[src/rtl/store_pkg.sv]
//------------------------------------------------------------------------------
// Module  : store_pkg
// Brief   : Shared size encodings, byte-enable masks and FSM states for the
//           store narrowing unit.
// Revision: 1.0 - initial release
//------------------------------------------------------------------------------
`default_nettype none

package store_pkg;

  localparam logic [1:0] SZ_BYTE = 2'b00;
  localparam logic [1:0] SZ_HALF = 2'b01;
  localparam logic [1:0] SZ_WORD = 2'b10;
  localparam logic [1:0] SZ_RSVD = 2'b11;

  localparam logic [3:0] BE_BYTE = 4'b0001;
  localparam logic [3:0] BE_HALF = 4'b0011;
  localparam logic [3:0] BE_WORD = 4'b1111;

  typedef enum logic [1:0] {
    IDLE   = 2'd0,
    ISSUE  = 2'd1,
    ISSUE2 = 2'd2
  } state_t;

  function automatic logic [3:0] size_mask(input logic [1:0] size);
    case (size)
      SZ_BYTE: size_mask = BE_BYTE;
      SZ_HALF: size_mask = BE_HALF;
      SZ_WORD: size_mask = BE_WORD;
      default: size_mask = 4'b0000;
    endcase
  endfunction

  // One enable bit per byte lane widened to a full-word keep mask.
  function automatic logic [31:0] byte_expand(input logic [3:0] be);
    byte_expand = {{8{be[3]}}, {8{be[2]}}, {8{be[1]}}, {8{be[0]}}};
  endfunction

endpackage

`default_nettype wire

[src/rtl/store_narrow_unit_if.sv]
//------------------------------------------------------------------------------
// Module  : store_narrow_unit_if
// Brief   : Request and data-memory handshake bundle for the store unit.
// Revision: 1.0 - initial release
//------------------------------------------------------------------------------
`default_nettype none

interface store_narrow_unit_if #(
  parameter int ADDR_W = 32,
  parameter int DATA_W = 32
);

  logic              req_valid;
  logic              req_ready;
  logic [ADDR_W-1:0] req_addr;
  logic [DATA_W-1:0] req_data;
  logic [1:0]        req_size;

  logic              mem_valid;
  logic              mem_ready;
  logic [ADDR_W-1:0] mem_addr;
  logic [DATA_W-1:0] mem_wdata;
  logic [3:0]        mem_be;

  logic              done;
  logic              fault;

  // Environment side: execute stage, data memory and control FSM.
  modport master (
    output req_valid, req_addr, req_data, req_size, mem_ready,
    input  req_ready, mem_valid, mem_addr, mem_wdata, mem_be, done, fault
  );

  // Store unit side.
  modport slave (
    input  req_valid, req_addr, req_data, req_size, mem_ready,
    output req_ready, mem_valid, mem_addr, mem_wdata, mem_be, done, fault
  );

endinterface

`default_nettype wire

[src/rtl/store_lane_align.sv]
//------------------------------------------------------------------------------
// Module  : store_lane_align
// Brief   : Combinational lane positioning, byte enables and legality check.
//           STORE_SPLIT_UNALIGNED_EN adds the second-beat lanes.
// Revision: 1.0 - initial release
//------------------------------------------------------------------------------
`default_nettype none

module store_lane_align
  import store_pkg::*;
(
  input  logic [1:0]  off,
  input  logic [31:0] data,
  input  logic [1:0]  size,
  output logic [3:0]  be_lo,
  output logic [31:0] wdata_lo,
`ifdef STORE_SPLIT_UNALIGNED_EN
  output logic [3:0]  be_hi,
  output logic [31:0] wdata_hi,
`endif
  output logic        illegal
);

  logic [3:0]  w_mask;
  logic [31:0] w_data_sized;
  logic [5:0]  w_shamt;

  assign w_mask       = size_mask(size);
  assign w_data_sized = data & byte_expand(w_mask);
  assign w_shamt      = {1'b0, off, 3'b000};

`ifdef STORE_SPLIT_UNALIGNED_EN
  logic [7:0]  w_be_wide;
  logic [63:0] w_data_wide;

  // Lanes pushed past byte 3 spill into the following word.
  assign w_be_wide   = {4'b0000, w_mask} << off;
  assign w_data_wide = {32'd0, w_data_sized} << w_shamt;

  assign be_lo    = w_be_wide[3:0];
  assign wdata_lo = w_data_wide[31:0];
  assign be_hi    = w_be_wide[7:4];
  assign wdata_hi = w_data_wide[63:32];
  assign illegal  = (size == SZ_RSVD);
`else
  logic w_misaligned;

  assign be_lo        = w_mask << off;
  assign wdata_lo     = w_data_sized << w_shamt;
  assign w_misaligned = ((size == SZ_HALF) && off[0]) ||
                        ((size == SZ_WORD) && (off != 2'b00));
  assign illegal      = (size == SZ_RSVD) || w_misaligned;
`endif

endmodule

`default_nettype wire

[src/rtl/store_narrow_unit.sv]
//------------------------------------------------------------------------------
// Module  : store_narrow_unit
// Brief   : Narrows a register value to byte/half/word lanes and writes it to
//           data memory over valid/ready. Optional split of unaligned stores
//           into two beats under STORE_SPLIT_UNALIGNED_EN.
// Revision: 1.0 - initial release
//------------------------------------------------------------------------------
`default_nettype none

module store_narrow_unit
  import store_pkg::*;
#(
  parameter int ADDR_W = 32,
  parameter int DATA_W = 32
) (
  input  logic                  clk,
  input  logic                  reset,
  store_narrow_unit_if.slave    bus
);

  state_t              r_state;
  logic                r_req_ready;
  logic                r_mem_valid;
  logic [ADDR_W-1:0]   r_mem_addr;
  logic [DATA_W-1:0]   r_mem_wdata;
  logic [3:0]          r_mem_be;
  logic                r_done;
  logic                r_fault;

  logic [3:0]          w_be_lo;
  logic [DATA_W-1:0]   w_wdata_lo;
  logic                w_illegal;
  logic [ADDR_W-1:0]   w_word_addr;
  logic                w_accept;

  assign w_word_addr = {bus.req_addr[ADDR_W-1:2], 2'b00};
  assign w_accept    = bus.req_valid && r_req_ready && (r_state == IDLE);

`ifdef STORE_SPLIT_UNALIGNED_EN
  logic [3:0]          w_be_hi;
  logic [DATA_W-1:0]   w_wdata_hi;
  logic [3:0]          r_be_hi;
  logic [DATA_W-1:0]   r_wdata_hi;
  logic [ADDR_W-1:0]   c_word_step;

  assign c_word_step = {{(ADDR_W-3){1'b0}}, 3'b100};
`endif

  store_lane_align u_lane_align (
    .off      (bus.req_addr[1:0]),
    .data     (bus.req_data),
    .size     (bus.req_size),
    .be_lo    (w_be_lo),
    .wdata_lo (w_wdata_lo),
`ifdef STORE_SPLIT_UNALIGNED_EN
    .be_hi    (w_be_hi),
    .wdata_hi (w_wdata_hi),
`endif
    .illegal  (w_illegal)
  );

  always_ff @(posedge clk or posedge reset) begin
    if (reset) begin
      r_state     <= IDLE;
      r_req_ready <= 1'b1;
      r_mem_valid <= 1'b0;
      r_mem_addr  <= '0;
      r_mem_wdata <= '0;
      r_mem_be    <= 4'b0000;
      r_done      <= 1'b0;
      r_fault     <= 1'b0;
`ifdef STORE_SPLIT_UNALIGNED_EN
      r_be_hi     <= 4'b0000;
      r_wdata_hi  <= '0;
`endif
    end else begin
      r_done  <= 1'b0;
      r_fault <= 1'b0;
      case (r_state)
        IDLE: begin
          if (w_accept) begin
            if (w_illegal) begin
              r_fault <= 1'b1;
            end else begin
              r_state     <= ISSUE;
              r_req_ready <= 1'b0;
              r_mem_valid <= 1'b1;
              r_mem_addr  <= w_word_addr;
              r_mem_wdata <= w_wdata_lo;
              r_mem_be    <= w_be_lo;
`ifdef STORE_SPLIT_UNALIGNED_EN
              r_be_hi     <= w_be_hi;
              r_wdata_hi  <= w_wdata_hi;
`endif
            end
          end
        end

        ISSUE: begin
          if (bus.mem_ready) begin
`ifdef STORE_SPLIT_UNALIGNED_EN
            if (r_be_hi != 4'b0000) begin
              // Address wraps naturally at the top of the address space.
              r_state     <= ISSUE2;
              r_mem_addr  <= r_mem_addr + c_word_step;
              r_mem_wdata <= r_wdata_hi;
              r_mem_be    <= r_be_hi;
            end else begin
              r_state     <= IDLE;
              r_req_ready <= 1'b1;
              r_mem_valid <= 1'b0;
              r_done      <= 1'b1;
            end
`else
            r_state     <= IDLE;
            r_req_ready <= 1'b1;
            r_mem_valid <= 1'b0;
            r_done      <= 1'b1;
`endif
          end
        end

`ifdef STORE_SPLIT_UNALIGNED_EN
        ISSUE2: begin
          if (bus.mem_ready) begin
            r_state     <= IDLE;
            r_req_ready <= 1'b1;
            r_mem_valid <= 1'b0;
            r_done      <= 1'b1;
          end
        end
`endif

        default: begin
          r_state     <= IDLE;
          r_req_ready <= 1'b1;
          r_mem_valid <= 1'b0;
        end
      endcase
    end
  end

  assign bus.req_ready = r_req_ready;
  assign bus.mem_valid = r_mem_valid;
  assign bus.mem_addr  = r_mem_addr;
  assign bus.mem_wdata = r_mem_wdata;
  assign bus.mem_be    = r_mem_be;
  assign bus.done      = r_done;
  assign bus.fault     = r_fault;

endmodule

`default_nettype wire

[src/flat_wrapper.sv]
// flat-port wrapper written by rule: the top's interface ports become plain ports
module store_narrow_unit_flat import store_pkg::*;
#(
  parameter int ADDR_W = 32,
  parameter int DATA_W = 32
)
  (clk, reset, bus_req_valid, bus_req_addr, bus_req_data, bus_req_size, bus_mem_ready, bus_req_ready, bus_mem_valid, bus_mem_addr, bus_mem_wdata, bus_mem_be, bus_done, bus_fault);
  store_narrow_unit_if #(.ADDR_W(ADDR_W), .DATA_W(DATA_W)) bus_i ();
  input  logic clk;
  input  logic reset;
  input wire logic [$bits(bus_i.req_valid)-1:0] bus_req_valid;
  input wire logic [$bits(bus_i.req_addr)-1:0] bus_req_addr;
  input wire logic [$bits(bus_i.req_data)-1:0] bus_req_data;
  input wire logic [$bits(bus_i.req_size)-1:0] bus_req_size;
  input wire logic [$bits(bus_i.mem_ready)-1:0] bus_mem_ready;
  output wire logic [$bits(bus_i.req_ready)-1:0] bus_req_ready;
  output wire logic [$bits(bus_i.mem_valid)-1:0] bus_mem_valid;
  output wire logic [$bits(bus_i.mem_addr)-1:0] bus_mem_addr;
  output wire logic [$bits(bus_i.mem_wdata)-1:0] bus_mem_wdata;
  output wire logic [$bits(bus_i.mem_be)-1:0] bus_mem_be;
  output wire logic [$bits(bus_i.done)-1:0] bus_done;
  output wire logic [$bits(bus_i.fault)-1:0] bus_fault;
  assign bus_i.req_valid = bus_req_valid;
  assign bus_i.req_addr = bus_req_addr;
  assign bus_i.req_data = bus_req_data;
  assign bus_i.req_size = bus_req_size;
  assign bus_i.mem_ready = bus_mem_ready;
  assign bus_req_ready = bus_i.req_ready;
  assign bus_mem_valid = bus_i.mem_valid;
  assign bus_mem_addr = bus_i.mem_addr;
  assign bus_mem_wdata = bus_i.mem_wdata;
  assign bus_mem_be = bus_i.mem_be;
  assign bus_done = bus_i.done;
  assign bus_fault = bus_i.fault;
  store_narrow_unit #(.ADDR_W(ADDR_W), .DATA_W(DATA_W)) u_core (.clk(clk), .reset(reset), .bus(bus_i));
endmodule
[config.mk]
export PLATFORM = sky130hd
export DESIGN_NAME = store_narrow_unit_flat
export DESIGN_NICKNAME = d
export VERILOG_FILES = /design/src/rtl/store_pkg.sv /design/src/rtl/store_narrow_unit_if.sv /design/src/rtl/store_lane_align.sv /design/src/rtl/store_narrow_unit.sv /design/src/flat_wrapper.sv
export SDC_FILE = /design/constraint.sdc
export NUM_CORES = 1
export LEC_CHECK = 0
export ABC_AREA = 1
export CAP_MARGIN = 0
export CORE_AREA = 2 2 92 94
export DETAILED_ROUTE_END_ITERATION = 10
export DIE_AREA = 0 0 94 96
export GPL_TIMING_DRIVEN = 0
export PLACE_DENSITY_LB_ADDON = 0.2
export SLEW_MARGIN = 25
export SYNTH_ARGS = -nofsm -noshare
export SYNTH_HDL_FRONTEND = slang
export SYNTH_SLANG_ARGS = --single-unit
export TNS_END_PERCENT = 30
[constraint.sdc]
create_clock -name clk -period 5.85 [get_ports clk]
set_input_delay 1.17 -clock clk [delete_from_list [all_inputs] [get_ports clk]]
set_output_delay 1.17 -clock clk [all_outputs]
set_load 0.005 [all_outputs]
==> results by group <==
Status
  – Status: finished clean

Routing
  – # DRC: 0
  – DR vias: 3568
  – WL/cell: 14.3 um
  – Drt initial violations: 142
  – Total Wirelength: 10.7 mm
  – TritonRoute pass-1 iters: 6
  – Via density: 4.78
  – Routed Antenna Nets: 0

Critical path
  – WP buf/inv: 4
  – Crit-path max FO: 10
  – Worst setup SP type: primary input
  – CP Data Required Time: 6.14 ns
  – Most used cell, CP: nand2_1
  – Worst-path cell chain: clkdlybuf4s50_1 > inv_1 > ha_1 > inv_1 > clkbuf_1 > nand3_1 > nand2_1 > nand2_1 > nand2_1 > nand2_1 > nand2_1
  – Crit path DAT: 3.25 ns
  – Top delay family on crit path: buffers and inverters
  – Crit end category: flip-flop
  – Critical path class: in -> reg
  – Slowest stage delay, CP: 0.55 ns
  – CP max stage cell: clkdlybuf4s50_1

STA
  – Final hold slack: 0.473 ns
  – Unrepaired setup endpoints after global routing: no
  – Final Hold Fails: 0
  – Clock skew: 0.00720 ns
  – Final period utilization: 50.6%
  – Setup TNS: 0 ns
  – Minimum clock period: 2.96 ns
  – Tightest Pin Transition: 0.612 ns
  – Slew Limit Headroom: 59.0%
  – Max-slew violation count: 0
  – Max Clock Freq: 0.338 GHz
  – Setup violators final: 0

Placed design
  – GP Congestion: 0.932
  – DP HPWL: 8.06 mm
  – Port Buf Inserts: 139

Clock network
  – Post-CTS Setup Bufs: 0
  – Post_cts resized: 0
  – Root Driver: clkbuf_8
  – H-tree Lvls: 3
  – CTS tree: done
  – CTS buffer count: 9
  – Reg clk slew, reported paths: 0.08 ns
  – Clock buffer depth: 2
  – CTS Hold Buffers Added: 0
  – Worst skew pair latency: 0.35 ns
  – Clock sink count: 70

Synthesis
  – Part of the Yosys area used for sequential elements: 49.9%
  – Ys Warns: 0
  – #FFs+latches synth: 70
  – Post-synth top area share: 49.1%
  – Post-Syn Area: 3510 sq um
  – Synth Area per Inst: 7.24 sq um
  – Netlist cell types: 22
  – Synth area leaders: dfrtp_1 49%, nand2_1 32%, nand3_1 5.3%, buf_6 2.6%, ha_1 1.4%
  – Syn Inst Count: 485
  – Cell taking the most area after synthesis: dfrtp_1

Floorplan
  – Die area: 9020 sq um
  – Starting density of the core: 43.6%
  – # IOs: 142
  – Chip Width: 94 um
  – Core area: 8050 sq um
  – Die height: 96 um
  – Num rows: 33

Pwr
  – P_leak: 2.76 nW
  – Pwr/cell area: 393 nW/um^2
  – IR drop worst, VDD: 0.180 mV

Final layout
  – Most frequent cells in the layout: 302 x nand2_1, 139 x clkdlybuf4s50_1, 69 x dfrtp_1, 37 x nand3_1, 11 x nor2_1
  – Syn-to-layout area delta: 50.2%
  – Most common cell after layout, fill and taps aside: nand2_1
  – Diodes inserted: 0
  – Final #Nets: 711
  – Share of post-route cells with drive strength above 1: 7.32%

Job
  – Total of max-cap violations: 0

Global route
  – Remaining Overflow, GRT: 0
  – Largest net degree at the start of global routing: 37
  – First-pass GRT wire length: 16.8 mm
  – Antenna violations before repair: 0
  – GRT Resource Usage Total: 24.1%
  – Number of global-route vias before repair: 3476

Worst hold path
  – Min-delay worst type: reg -> reg
path summary, 6_finish.rpt:
check	from	cells after the start	slack (ns)	end
setup reg to reg	u_core.bus.req_ready$_DFFE_PP1P_	7	4.39	u_core.bus.mem_addr[5]$_DFFE_PP0P_
max in group asynchronous	reset	3	4.11	u_core.bus.mem_wdata[19]$_DFFE_PP0P_
hold / removal	u_core.bus.mem_wdata[12]$_DFFE_PP0P_	2	0.47	u_core.bus.mem_wdata[12]$_DFFE_PP0P_
hold reg to reg	u_core.bus.mem_wdata[12]$_DFFE_PP0P_	2	0.47	u_core.bus.mem_wdata[12]$_DFFE_PP0P_
min in group asynchronous	reset	2	1.20	u_core.bus.mem_addr[11]$_DFFE_PP0P_
setup / recovery	bus_req_size[0]	11	2.89	u_core.bus.mem_wdata[24]$_DFFE_PP0P_
flip-flops by register name, indices dropped and copies added, names as in the netlist:
name / cells
u_core.bus.fault: 1
u_core.bus.done: 1
u_core.bus.mem_wdata: 32
u_core.bus.req_ready: 1
u_core.bus.mem_addr: 30
u_core.r_state: 1
u_core.bus.mem_be: 4
synth_stat cells:
library cell  number
buf_6              8
a21oi_2            1
inv_1             11
o21ai_0            2
nand2_2            3
buf_2              9
buf_4              3
clkbuf_1           5
inv_2              3
nor2_1            11
nand3_1           37
nor2_2             1
dfrtp_1           69
buf_1              3
dfstp_2            1
ha_1               4
nor3_2             1
conb_1             1
nand2_1          302
nor3_1             1
o21bai_1           1
a21oi_1            8
through the flow:
step | cell area, sq um | cells | setup WS (ns) | utilization, % | total power [mW]
2_1_floorplan | 3520 | 486 | 2.91 | - | 1.10
3_3_place_gp | 5040 | 730 | 1.79 | 62.6 | 1.63
3_5_place_dp | 5060 | 731 | 2.55 | 62.9 | 1.66
4_1_cts | 5280 | 747 | 2.92 | 65.5 | 2.09
5_1_grt | 5280 | 747 | 2.77 | 65.5 | 2.22
6_report | 5280 | 747 | 2.89 | 65.5 | 2.08
tightest hold or removal path, cell delays in order, from the launching register on:
cell and delay, ns:
dfrtp_1 0.34, nand2_1 0.05, nand2_1 0.05
where the power goes:
group / internal [mW] / total (mW) / switching (mW) / leakage (nW)
clock network: 0.240 / 0.430 / 0.190 / 0.110
logic: 0.505 / 0.844 / 0.339 / 1.74
registers: 0.692 / 0.802 / 0.110 / 0.906
total: 1.44 / 2.08 / 0.640 / 2.76
layer usage:
metal  wire length [um]  global-route usage, %
met5                  0                      0
met4                210                   7.97
met2               4990                   40.5
met1               4810                   31.5
met3                692                   4.70
area by class of cell:
type | instances | area [sq um]
Timing Repair Buffer | 140 | 1410
Inverter | 14 | 55.1
Buffer | 28 | 188
Multi-Input combinational cell | 374 | 1520
Tap cell | 105 | 131
Clock inverter | 6 | 87.6
Fill cell | 715 | 2770
Sequential cell | 70 | 1750
Clock buffer | 10 | 128
kinds of logic after synthesis:
kind of cell | synth area share, %
flops | 49.9
fa+ha+maj | 1.42
other cells | 0.107
compound gates | 1.89
buf+inv | 6.84
simple gates | 39.9
No activity file was read; power rests on OpenSTA's default activity.
